[src/rtl/bomb_blast_if.sv]
// Event-side bus between the bomb controller and the board/scan logic.
// The master drives the scan and player inputs. The slave returns the bomb requests and status.
interface bomb_blast_if;
  // Protocol: sof and place_req are one-cycle pulses. game_over is a level.
  // add_user_bomb stays high for one whole frame, from sof to the next sof.
  // explosion is a per-pixel level, one clk behind pixel_x/pixel_y.
  logic        sof;
  logic [10:0] pixel_x;
  logic [10:0] pixel_y;
  logic        place_req;
  logic [4:0]  player_col;
  logic [3:0]  player_row;
  logic        game_over;
  logic        add_user_bomb;
  logic        explosion;
  logic        bomb_active;
  logic [7:0]  fuse_remaining;
  logic [2:0]  state;

  modport master (
    output sof, pixel_x, pixel_y, place_req, player_col, player_row, game_over,
    input  add_user_bomb, explosion, bomb_active, fuse_remaining, state
  );

  modport slave (
    input  sof, pixel_x, pixel_y, place_req, player_col, player_row, game_over,
    output add_user_bomb, explosion, bomb_active, fuse_remaining, state
  );
endinterface

[src/rtl/bomb_blast_controller.sv]
// Bomb lifecycle controller: latches a placement, counts the fuse in frames,
// then paints a cross-shaped blast in step with the pixel scan.
module bomb_blast_controller #(
  parameter logic [10:0] X_MATRIX     = 11'h020,
  parameter logic [10:0] Y_MATRIX     = 11'h060,
  parameter int          ROWS         = 11,
  parameter int          COLUMNS      = 17,
  parameter int          TILE_ORDER   = 5,
  parameter logic [7:0]  FUSE_FRAMES  = 8'd120,
  parameter logic [7:0]  BLAST_FRAMES = 8'd30,
  parameter logic [2:0]  RADIUS       = 3'd2
) (
  input logic         clk,
  input logic         rst_n,
  bomb_blast_if.slave bus
);

  typedef enum logic [2:0] {
    IDLE       = 3'd0,
    PLACE_WAIT = 3'd1,
    PLACING    = 3'd2,
    ARMED      = 3'd3,
    BLAST      = 3'd4
  } state_t;

  // Exclusive end coordinates are held at 12 bits so they cannot overflow.
  localparam logic [11:0] X_END = {1'b0, X_MATRIX} + 12'(COLUMNS << TILE_ORDER);
  localparam logic [11:0] Y_END = {1'b0, Y_MATRIX} + 12'(ROWS << TILE_ORDER);
  localparam logic [10:0] REACH = {8'd0, RADIUS};

  state_t      state, state_n;
  logic [4:0]  bomb_col, bomb_col_n;
  logic [3:0]  bomb_row, bomb_row_n;
  logic [7:0]  fuse_cnt, fuse_cnt_n;
  logic [7:0]  blast_cnt, blast_cnt_n;
  logic        add_user_bomb_q;
  logic        explosion_q;
  logic        bomb_active_q;

  // Pixel to tile mapping.
  logic        on_x, on_y, on_board;
  logic [10:0] dx, dy;
  logic [10:0] col, row;
  logic [10:0] bcol, brow;
  logic [10:0] col_diff, row_diff;
  logic        in_row_arm, in_col_arm, blast_hit;

  always_comb begin
    on_x     = (bus.pixel_x >= X_MATRIX) && ({1'b0, bus.pixel_x} < X_END);
    on_y     = (bus.pixel_y >= Y_MATRIX) && ({1'b0, bus.pixel_y} < Y_END);
    on_board = on_x && on_y;
    dx       = bus.pixel_x - X_MATRIX;
    dy       = bus.pixel_y - Y_MATRIX;
    col      = dx >> TILE_ORDER;
    row      = dy >> TILE_ORDER;
    bcol     = {6'd0, bomb_col};
    brow     = {7'd0, bomb_row};
    // Larger minus smaller keeps the distance unsigned, so no edge aliasing occurs.
    col_diff = (col >= bcol) ? (col - bcol) : (bcol - col);
    row_diff = (row >= brow) ? (row - brow) : (brow - row);
    in_row_arm = (row == brow) && (col_diff <= REACH);
    in_col_arm = (col == bcol) && (row_diff <= REACH);
    blast_hit  = on_board && (in_row_arm || in_col_arm);
  end

  // Next-state and counter logic.
  always_comb begin
    state_n     = state;
    bomb_col_n  = bomb_col;
    bomb_row_n  = bomb_row;
    fuse_cnt_n  = fuse_cnt;
    blast_cnt_n = blast_cnt;

    if (bus.game_over) begin
      state_n     = IDLE;
      fuse_cnt_n  = 8'd0;
      blast_cnt_n = 8'd0;
    end else begin
      case (state)
        IDLE: begin
          if (bus.place_req) begin
            bomb_col_n = bus.player_col;
            bomb_row_n = bus.player_row;
            state_n    = PLACE_WAIT;
          end
        end
        PLACE_WAIT: begin
          if (bus.sof) state_n = PLACING;
        end
        PLACING: begin
          if (bus.sof) begin
            state_n    = ARMED;
            fuse_cnt_n = FUSE_FRAMES;
          end
        end
        ARMED: begin
          if (bus.sof) begin
            if (fuse_cnt == 8'd1) begin
              state_n     = BLAST;
              fuse_cnt_n  = 8'd0;
              blast_cnt_n = BLAST_FRAMES;
            end else begin
              fuse_cnt_n = fuse_cnt - 8'd1;
            end
          end
        end
        BLAST: begin
          if (bus.sof) begin
            if (blast_cnt == 8'd1) begin
              state_n     = IDLE;
              blast_cnt_n = 8'd0;
            end else begin
              blast_cnt_n = blast_cnt - 8'd1;
            end
          end
        end
        default: begin
          state_n     = IDLE;
          fuse_cnt_n  = 8'd0;
          blast_cnt_n = 8'd0;
        end
      endcase
    end
  end

  always_ff @(posedge clk or negedge rst_n) begin
    if (!rst_n) begin
      state           <= IDLE;
      bomb_col        <= 5'd0;
      bomb_row        <= 4'd0;
      fuse_cnt        <= 8'd0;
      blast_cnt       <= 8'd0;
      add_user_bomb_q <= 1'b0;
      explosion_q     <= 1'b0;
      bomb_active_q   <= 1'b0;
    end else begin
      state           <= state_n;
      bomb_col        <= bomb_col_n;
      bomb_row        <= bomb_row_n;
      fuse_cnt        <= fuse_cnt_n;
      blast_cnt       <= blast_cnt_n;
      // Status outputs follow the next state so they line up with the state register.
      add_user_bomb_q <= (state_n == PLACING);
      bomb_active_q   <= (state_n != IDLE);
      explosion_q     <= !bus.game_over && (state == BLAST) && blast_hit;
    end
  end

  assign bus.add_user_bomb  = add_user_bomb_q;
  assign bus.explosion      = explosion_q;
  assign bus.bomb_active    = bomb_active_q;
  assign bus.fuse_remaining = fuse_cnt;
  assign bus.state          = state;

endmodule

[src/flat_wrapper.sv]
// flat-port wrapper written by rule: the top's interface ports become plain ports
module bomb_blast_controller_flat 
#(
  parameter logic [10:0] X_MATRIX     = 11'h020,
  parameter logic [10:0] Y_MATRIX     = 11'h060,
  parameter int          ROWS         = 11,
  parameter int          COLUMNS      = 17,
  parameter int          TILE_ORDER   = 5,
  parameter logic [7:0]  FUSE_FRAMES  = 8'd120,
  parameter logic [7:0]  BLAST_FRAMES = 8'd30,
  parameter logic [2:0]  RADIUS       = 3'd2
)
  (clk, rst_n, bus_sof, bus_pixel_x, bus_pixel_y, bus_place_req, bus_player_col, bus_player_row, bus_game_over, bus_add_user_bomb, bus_explosion, bus_bomb_active, bus_fuse_remaining, bus_state);
  bomb_blast_if bus_i ();
  input logic clk;
  input logic rst_n;
  input wire logic [$bits(bus_i.sof)-1:0] bus_sof;
  input wire logic [$bits(bus_i.pixel_x)-1:0] bus_pixel_x;
  input wire logic [$bits(bus_i.pixel_y)-1:0] bus_pixel_y;
  input wire logic [$bits(bus_i.place_req)-1:0] bus_place_req;
  input wire logic [$bits(bus_i.player_col)-1:0] bus_player_col;
  input wire logic [$bits(bus_i.player_row)-1:0] bus_player_row;
  input wire logic [$bits(bus_i.game_over)-1:0] bus_game_over;
  output wire logic [$bits(bus_i.add_user_bomb)-1:0] bus_add_user_bomb;
  output wire logic [$bits(bus_i.explosion)-1:0] bus_explosion;
  output wire logic [$bits(bus_i.bomb_active)-1:0] bus_bomb_active;
  output wire logic [$bits(bus_i.fuse_remaining)-1:0] bus_fuse_remaining;
  output wire logic [$bits(bus_i.state)-1:0] bus_state;
  assign bus_i.sof = bus_sof;
  assign bus_i.pixel_x = bus_pixel_x;
  assign bus_i.pixel_y = bus_pixel_y;
  assign bus_i.place_req = bus_place_req;
  assign bus_i.player_col = bus_player_col;
  assign bus_i.player_row = bus_player_row;
  assign bus_i.game_over = bus_game_over;
  assign bus_add_user_bomb = bus_i.add_user_bomb;
  assign bus_explosion = bus_i.explosion;
  assign bus_bomb_active = bus_i.bomb_active;
  assign bus_fuse_remaining = bus_i.fuse_remaining;
  assign bus_state = bus_i.state;
  bomb_blast_controller #(.X_MATRIX(X_MATRIX), .Y_MATRIX(Y_MATRIX), .ROWS(ROWS), .COLUMNS(COLUMNS), .TILE_ORDER(TILE_ORDER), .FUSE_FRAMES(FUSE_FRAMES), .BLAST_FRAMES(BLAST_FRAMES), .RADIUS(RADIUS)) u_core (.clk(clk), .rst_n(rst_n), .bus(bus_i));
endmodule
[config.mk]
export PLATFORM = sky130hd
export DESIGN_NAME = bomb_blast_controller_flat
export DESIGN_NICKNAME = d
export VERILOG_FILES = /design/src/rtl/bomb_blast_if.sv /design/src/rtl/bomb_blast_controller.sv /design/src/flat_wrapper.sv
export SDC_FILE = /design/constraint.sdc
export NUM_CORES = 1
export LEC_CHECK = 0
export CORE_MARGIN = 2
export CORE_UTILIZATION = 58
export CTS_CLUSTER_DIAMETER = 120
export DETAILED_ROUTE_END_ITERATION = 10
export PLACE_DENSITY = 0.87
export SETUP_SLACK_MARGIN = 0.1
export SYNTH_ARGS = -nofsm -noshare
export SYNTH_HDL_FRONTEND = slang
export SYNTH_SLANG_ARGS = --single-unit
[constraint.sdc]
create_clock -name clk -period 6.2 [get_ports clk]
set_input_delay 0.93 -clock clk [delete_from_list [all_inputs] [get_ports clk]]
set_output_delay 0.93 -clock clk [all_outputs]
set_load 0.01 [all_outputs]
* Yosys cells after proc, flatten, opt, wreduce, memory -nomap -nowiden
Cells that the tools add are included.
** Word-level totals
- Bits in registers :: 31
** Cells by class
- Bitwise gates (word level) :: 1
- Add/sub/neg operators :: 8
- Equal/unequal tests :: 15
- Muxes and demuxes :: 22
- Order comparisons :: 8
- Reductions and logical operators :: 17
** Operator list (count)
- 8-bit 2-to-1 mux :: 9
- 8-bit case mux with 3 select lines :: 2
- 3-bit 2-to-1 mux :: 8
- 11-bit by 2-bit less-or-equal comparator with 1-bit output, second input constant :: 2
- 11-bit 2-to-1 mux :: 2
- 8-bit by 1-bit == test with 1-bit output, second input constant :: 2
- 8-bit by 1-bit subtractor with 8-bit output, second input constant :: 2
- 3-bit case mux with 5 select lines :: 1
- 11-bit by 6-bit >= comparator with 1-bit output, second input constant :: 1
- 11-bit by 7-bit >= comparator with 1-bit output, second input constant :: 1
- 11-bit by 10-bit < comparator with 1-bit output, second input constant :: 1
- 11-bit by 9-bit < comparator with 1-bit output, second input constant :: 1
- 11-bit by 6-bit subtractor with 11-bit output, second input constant :: 1
- 11-bit by 7-bit subtractor with 11-bit output, second input constant :: 1
- 3-bit by 2-bit == test with 1-bit output, second input constant :: 3
- 3-bit != test, second input constant :: 3
- 1-bit logical AND :: 8
- 4-bit by 6-bit subtractor with 7-bit output :: 1
- 5-bit by 6-bit subtractor with 7-bit output :: 1
- 6-bit by 4-bit subtractor with 7-bit output :: 1
- 6-bit by 5-bit subtractor with 7-bit output :: 1
- 6-bit by 4-bit == test with 1-bit output :: 1
- 6-bit by 5-bit == test with 1-bit output :: 1
- 6-bit by 4-bit >= comparator with 1-bit output :: 1
- 13 further kinds :: 16

* Logic depth before layout (Yosys ltp)
Gate-level depths: netlist of the first run.
- Word-level depth :: 8
- Depth in mapped cells :: 13

* Least setup slack after synthesis of the first run
No wires, ideal clock.
- Path kind :: input to register
- Start point :: input bus_pixel_x[5]
- End point :: register u_core.explosion_q (netlist: u_core.bus.explosion)
- Path buffers :: 1
- Arrival time :: 3162 ps
- Data required time :: 6069 ps
- Slack :: 2908 ps
- Stages on the path :: 11
- Path through :: inv_1 > ha_1 > xor2_1 > ha_1 > clkbuf_1 > o211ai_1 > o21ai_0 > mux2_2 > a2111oi_0 > a211o_1 > o22ai_1
** Between the ends
- Word-level cells in the longest chain between the ends :: 8
- Elaborated cells on any way between the ends :: 16
** Ends and longest elaborated chain
- from (decl) :: line flat_wrapper.sv:18 : input wire logic [$bits(bus_i.pixel_x)-1:0] bus_pixel_x;
- 11-bit by 6-bit subtractor with 11-bit output :: line bomb_blast_controller.sv:52 : dx = bus.pixel_x - X_MATRIX;
- 5-bit by 6-bit subtractor with 7-bit output, or another cell as far along :: line bomb_blast_controller.sv:59 : col_diff = (col >= bcol) ? (col - bcol) : (bcol - col);
- 11-bit 2-to-1 mux :: line bomb_blast_controller.sv:59
- 11-bit by 2-bit less-or-equal comparator with 1-bit output :: line bomb_blast_controller.sv:61 : in_row_arm = (row == brow) && (col_diff <= REACH);
- 1-bit logical AND :: line bomb_blast_controller.sv:61
- 1-bit logical OR :: line bomb_blast_controller.sv:63 : blast_hit = on_board && (in_row_arm || in_col_arm);
- 1-bit logical AND (*) :: line bomb_blast_controller.sv:63
- 1-bit logical AND (*) :: line bomb_blast_controller.sv:145 : explosion_q <= !bus.game_over && (state == BLAST) && blast_hit;
- to (signal assigned) :: line bomb_blast_controller.sv:145
- to (decl) :: line bomb_blast_controller.sv:37 : logic explosion_q;
Mark *: on every way between the ends. The rest lies on a longest branch, timed or not.
A chain may end at the register's enable or synchronous reset.

* Worst setup path after layout of the first run
Same ends and word-level chain as after synthesis.

==> results.md, run 1 <==
* # fillers at 349
* Via density at ~6
* Max IR drop VDD at ~170 uV
* Tmin final at ~3.9 ns
* Initial DRC Count at 127
* Detail Route Antenna Nets at 0
* Met2 wire len at approximately 3000 um
* CP max FO at 5
* Yosys reg bits at 31
* Sequential cell area fraction in the yosys report at 28.04%
* Initial Util at 59.36%
* Final worst-path cycle share at between 60 and 70%
* Residual DRC at 0
* CTS buffer count at 5
* Ys Warns at 0
* Largest net degree at the start of global routing at 32
* Area of the mapped netlist at 2766 um^2
* Routed len/inst at 14.42 um
* Clk_skew at 0.003922 ns
* Post-Place Cells at 410
* CP max stage cell: clkdlybuf4s50_1
* Worst hold margin at about 0.51 ns
* Pre-CTS setup slack at 2.007 ns
* Pwr/cell area at 221.1 nW/um^2
* Most frequent cells in the layout: clkdlybuf4s50_1 (44), inv_1 (32), dfrtp_1 (31), o21ai_0 (27), ha_1 (26)
* Top FF cell, synth: dfrtp_1
* Least-Margin Pin Slew at 0.9151 ns
* Leakage power at 1.515 nW
* DP Wirelength at roughly 4700 um
* Fin. max-slew vios at 0
* DP Area at 3251 um^2
* CP Launch Type: input pin
* First-pass GRT wire length at 10600 um
* Die Area at roughly 5300 um^2
* Layout cell share with drive strength beyond 1 at 8.264%
* WL met3 at ~290 um
* Library cells used by synthesis at 57
* Setup CP Type: in2reg
* Number of gates resized after CTS at 0
* Synth area leaders: dfrtp_1 (28%), ha_1 (12%), o21ai_0 (4.9%)
* Final Power at 0.7382 mW
* Routed met1 length at 2633 um
* Top layer in use: met4
* Design area at 3338 um^2
* PortBufs at 44
* Std cell rows at 25
* Average size of a mapped cell at 8.672 um^2
* Slew headroom at 38.77%
* # IOs at 50
* Post-Syn Instances at 319
* Routability Congestion at 0.8432
* CTS Buffer Depth at 2
* Slowest Stage Delay on Critical Path at 0.48 ns
* Crit path cell chain: clkdlybuf4s50_1 -> inv_1 -> ha_1 -> nand2_1 -> xnor2_1 -> ha_1 -> a21oi_1 -> o21ai_0 -> mux2_2 -> a2111oi_0 -> a211o_1 -> o22ai_1
* H-tree depth at 2
* Post-synth ARST share at 100.0%
* Most Frequent Cell on Critical Path: ha_1
* Hold Crit Class: reg2reg
* TritonCTS clock tree: done
* Post-synth top area share at 28.04%
* Initial antenna violation count at 0
* Global route overflow at 0
* Util after Layout at 71.62%
* Clk root buf: clkbuf_8
* Post-route setup slack at 2.302 ns
* Total vias in the final route at 2490
* Final WL at 6015 um
* Worst setup EP type: register
* Setup tns final at 0 ns
* Vias in the first global route at about 2400
* Core outline area at 4661 um^2
* Status: finished, final reports clean
* Final setup violation count at 0
* Net Count, Synth at 385
* Layout area overhead at 20.67%
* RSZ-0062 raised after global routing: no
* Post-synth top area cell: dfrtp_1
* Die Wd at 73.06 um
* Net count, final at 429
* GR Util All Layers at 25.03%
* Hold_buf cts at 0
* Arrival time at the worst endpoint at 4.05 ns
* # diodes at 0
* Die Y at 73.06 um
* Clock-pin transition on the worst setup and hold timing paths at around 0.06 ns
* Worst-Skew Late Latency at 0.28 ns
* Final hold viol count at 0
* EDFF count, synth at 0
* Pre-antenna DRT Iters at 4
* WP data required at 6.36 ns
* Clock sinks at 31
* Post-CTS setup buffers at 0
* Post-route insts no fill at 417
* Max cap viols at 0
* F_max at 256.5 MHz
* Most common cell after layout, fill and taps aside: clkdlybuf4s50_1
[final cells by class]
cell class                      instances  area [um^2]  share of cell area [%]
Clock buffer                            6        82.58                   2.474
Multi-Input combinational cell        248         1839                   55.10
Timing Repair Buffer                   45        447.9                   13.42
Inverter                               32        120.1                   3.598
Clock inverter                          1        5.005                  0.1499
Tap cell                               54        67.56                   2.024
Sequential cell                        31        775.7                   23.24
[critical path: cells and delay by family]
kind	cells	cell delay (ns)
xor gates and xnor gates	1	0.29
and+or+nand+nor	1	0.11
AOI/OAI and AO/OA	5	1.26
adders and majority gates	2	0.52
muxes	1	0.32
buffers and inverters	2	0.61
[cells in the mapped netlist, types with 5 or more instances]
cell      count
a21o_1        8
a21oi_1      17
clkbuf_1      7
dfrtp_1      31
ha_1         26
inv_1        32
mux2_2       11
mux2i_1       8
nand2_1      23
nand2b_1      9
nor2_1       20
nor2b_1       5
nor3_1       15
o21ai_0      27
o21bai_1      5
o31ai_1       6
xnor2_1       5
xor2_1        6
[report_power, final]
part,leakage [nW],total [mW],switching [mW],internal [mW]
sequential,0.409,0.242,0.0209,0.221
clock,0.0470,0.156,0.0697,0.0868
combinational,1.06,0.340,0.176,0.163
total,1.51,0.738,0.267,0.471
[flip-flops by register name, indices dropped and copies added, names as in the netlist]
name                       flops
u_core.blast_cnt               8
u_core.bus.fuse_remaining      8
u_core.bomb_col                5
u_core.bomb_row                4
u_core.bus.state               3
u_core.bus.add_user_bomb       1
u_core.bus.bomb_active         1
u_core.bus.explosion           1
[layer usage]
metal  track usage [%]  up-vias
met1             32.81     1187
met5                 0        -
met3             4.006       10
met4             8.436        0
li1                  -     1225
met2             41.94       68
[cells by family after synthesis]
| family | share of synthesized area, % |
|---|---|
| xor+xnor | 3.483 |
| flops | 28.04 |
| compound gates | 21.44 |
| buf+inv | 5.473 |
| simple gates | 19.00 |
| fa+ha+maj | 14.65 |
| mux | 7.915 |
[path summary, 6_finish.rpt]
path	slack (ns)	from	cells past startpoint	end
min	0.51	u_core.blast_cnt[6]$_DFFE_PN0P_	2	u_core.blast_cnt[6]$_DFFE_PN0P_
min in group asynchronous	1.04	rst_n	2	u_core.bus.fuse_remaining[7]$_DFFE_PN0P_
min reg2reg	0.51	u_core.blast_cnt[6]$_DFFE_PN0P_	2	u_core.blast_cnt[6]$_DFFE_PN0P_
max reg2reg	3.54	u_core.bomb_row[1]$_DFFE_PN0P_	8	u_core.bus.explosion$_DFF_PN0_
max	2.30	bus_pixel_x[5]	12	u_core.bus.explosion$_DFF_PN0_
max in group asynchronous	4.87	rst_n	2	u_core.blast_cnt[5]$_DFFE_PN0P_
(Power assumes the default switching activity.)
==> run 2, diff against run 1 <==
--- a/config.mk
+++ b/config.mk
@@ -6,10 +6,10 @@
 export NUM_CORES = 1
 export LEC_CHECK = 0
 export CORE_MARGIN = 2
-export CORE_UTILIZATION = 58
+export CORE_UTILIZATION = 48
 export CTS_CLUSTER_DIAMETER = 120
 export DETAILED_ROUTE_END_ITERATION = 10
-export PLACE_DENSITY = 0.87
+export PLACE_DENSITY = 0.77
 export SETUP_SLACK_MARGIN = 0.1
 export SYNTH_ARGS = -nofsm -noshare
 export SYNTH_HDL_FRONTEND = slang
==> constraint.sdc (replaced) <==
create_clock -name clk -period 3.32 [get_ports clk]
set_input_delay 0.498 -clock clk [delete_from_list [all_inputs] [get_ports clk]]
set_output_delay 0.498 -clock clk [all_outputs]
set_load 0.01 [all_outputs]
==> run 2 against run 1 <==
Against the previous run: die area increased by 20%; critical path depth stayed put; largest cell class unchanged; clock skew up 0.0044 ns; clock power rose by 140%; critical path type unchanged.
==> results.md, run 2 (same netlist as run 1, synthesis figures left out) <==
* Final setup violation count at 0 (unchanged)
* First-pass GRT wire length at 10680 um (+0.78%)
* Reg-to-Reg Start: u_core.bomb_row[1]$_DFFE_PN0P_
* Worst hold margin at 0.5164 ns (+0.01081 ns)
* Tmin final at 3.138 ns
* Max cap viols at 0 (unchanged)
* Initial antenna violation count at 0 (unchanged)
* # diodes at 0 (unchanged)
* Slew headroom at 56.12% (+17 points)
* Least-Margin Pin Slew at 0.6416 ns (-0.2735 ns)
* Die Wd at 79.92 um (+9.4%)
* Clk root buf: clkbuf_8
* Detail Route Antenna Nets at 0 (unchanged)
* Worst-Skew Late Latency at 0.29 ns (about the same)
* Post-CTS setup buffers at 0 (unchanged)
* Routability Congestion at 0.8940 (+6.0%)
* Core outline area at 5540 um^2 (+19%)
* GR Util All Layers at 21.06% (-4.0 points)
* Crit path from: bus_pixel_y[5]
* Max IR drop VDD at 236.5 uV (+37%)
* # IOs at 50 (unchanged)
* Pre-antenna DRT Iters at 4 (unchanged)
* Routed len/inst at 14.29 um (-0.90%)
* CTS Buffer Depth at 2 (unchanged)
* Std cell rows at 27 (+8.0%)
* Layout area overhead at 28.95%
* Largest net degree at the start of global routing at 32 (unchanged)
* CP Launch Type: input pin
* Initial DRC Count at 70 (-45%)
* Fin. max-slew vios at 0 (unchanged)
* Total vias in the final route at 2545 (+2.2%)
* Post-Place Cells at 450 (+9.8%)
* Net count, final at 451 (+5.1%)
* Die Area at 6386 um^2 (+20%)
* F_max at ~320 MHz
* Via density at 5.557 (-6.9%)
* PortBufs at 44 (unchanged)
* WP data required at 3.53 ns (-2.83 ns)
* Residual DRC at 0 (unchanged)
* Final WL at 6547 um (+8.8%)
* Final worst-path cycle share at 94.53%
* Final Power at 1.541 mW (+110%)
* Setup tns final at 0 ns (unchanged)
* Status: finished, final reports clean
* Final hold viol count at 0 (unchanged)
* CTS buffer count at 5 (unchanged)
* Global route overflow at 0 (unchanged)
* Post-route insts no fill at 458 (+9.8%)
* Hold Crit Class: reg2reg
* # fillers at 482 (+38%)
* Pwr/cell area at 432.0 nW/um^2 (+95%)
* Initial Util at 49.93% (-9.4 points)
* Vias in the first global route at 2385 (-0.46%)
* Clock sinks at 31 (unchanged)
* Worst setup EP type: register
* Layout cell share with drive strength beyond 1 at 14.51% (+6.2 points)
* Most frequent cells in the layout: clkdlybuf4s50_1 (44), inv_1 (32), dfrtp_1 (31), o21ai_0 (27), ha_1 (25)
* CP max FO at 5 (unchanged)
* Util after Layout at 64.39% (-7.2 points)
* Setup CP Type: in2reg
* Die Y at 79.92 um (+9.4%)
* Clk_skew at 0.008349 ns (+0.004427 ns)
* Clock-pin transition on the worst setup and hold timing paths at 0.07 ns (about the same)
* RSZ-0062 raised after global routing: no
* TritonCTS clock tree: done
* DP Wirelength at 5175 um (+9.1%)
* Most common cell after layout, fill and taps aside: clkdlybuf4s50_1
* Arrival time at the worst endpoint at 3.35 ns (-0.70 ns)
* Hold wc startpoint: u_core.blast_cnt[6]$_DFFE_PN0P_
* Leakage power at 1.637 nW (+8.1%)
* H-tree depth at 2 (unchanged)
==> run 2: per-layer routing <==
layer / track usage, % / part of all wire [%]
met1: 26.92 / 45
met2: 36.58 / 50
met4: 6.102 / 1.0
met3: 3.281 / 4.0
met5: 0 / 0
==> run 2: metrics by stage <==
step	setup WS (ns)	area [um^2]
floorplan	0.4595	2766
global placement	-0.03777	3438
detailed placement	-0.04173	3438
CTS	0.2302	3551
global route	0.1142	3567
finish	0.1818	3567
==> run 2: layout make-up <==
cell class / instances / area, um^2 / area share, %
repair buffers: 67 / 613.1 / 17.19
multi-input cells: 248 / 1856 / 52.02
well taps: 72 / 90.09 / 2.525
inverters: 32 / 120.1 / 3.367
flip-flops and latches: 31 / 775.7 / 21.75
clock inverters: 3 / 43.79 / 1.228
clock buffers: 5 / 68.82 / 1.929
==> run 2: worst paths after layout <==
| check | slack, ns | cells past startpoint | endpoint |
|---|---|---|---|
| max in group asynchronous | 2.43 | 2 | u_core.bus.fuse_remaining[4]$_DFFE_PN0P_ |
| max reg2reg | 0.80 | 10 | u_core.bus.explosion$_DFF_PN0_ |
| min reg2reg | 0.52 | 2 | u_core.blast_cnt[6]$_DFFE_PN0P_ |
| min in group asynchronous | 0.60 | 2 | u_core.bus.fuse_remaining[7]$_DFFE_PN0P_ |
| min | 0.52 | 2 | u_core.blast_cnt[6]$_DFFE_PN0P_ |
| max | 0.18 | 12 | u_core.bus.explosion$_DFF_PN0_ |
==> run 2: where the power goes <==
part           total, mW  switching (mW)  leakage, nW  internal (mW)
Clock              0.371           0.148       0.0581          0.223
Sequential         0.451          0.0382        0.409          0.413
Combinational      0.719           0.350         1.17          0.369
Total               1.54           0.536         1.64           1.00
==> run 2: critical path, stage by stage <==
cell,delay [ns]
clkdlybuf4s50_1,0.51
ha_1,0.27
xnor2_1,0.28
ha_1,0.31
o21a_1,0.20
o31a_1,0.15
nor4_2,0.32
buf_4,0.20
mux2i_1,0.21
xnor2_1,0.14
o2111ai_1,0.13
o22ai_1,0.14
==> run 2: what timing repair did <==
item / 4_1_cts / 5_1_grt
setup endpoints to repair: 0 / 1
gates resized for setup: 0 / 4
hold buffers: 0 / 0
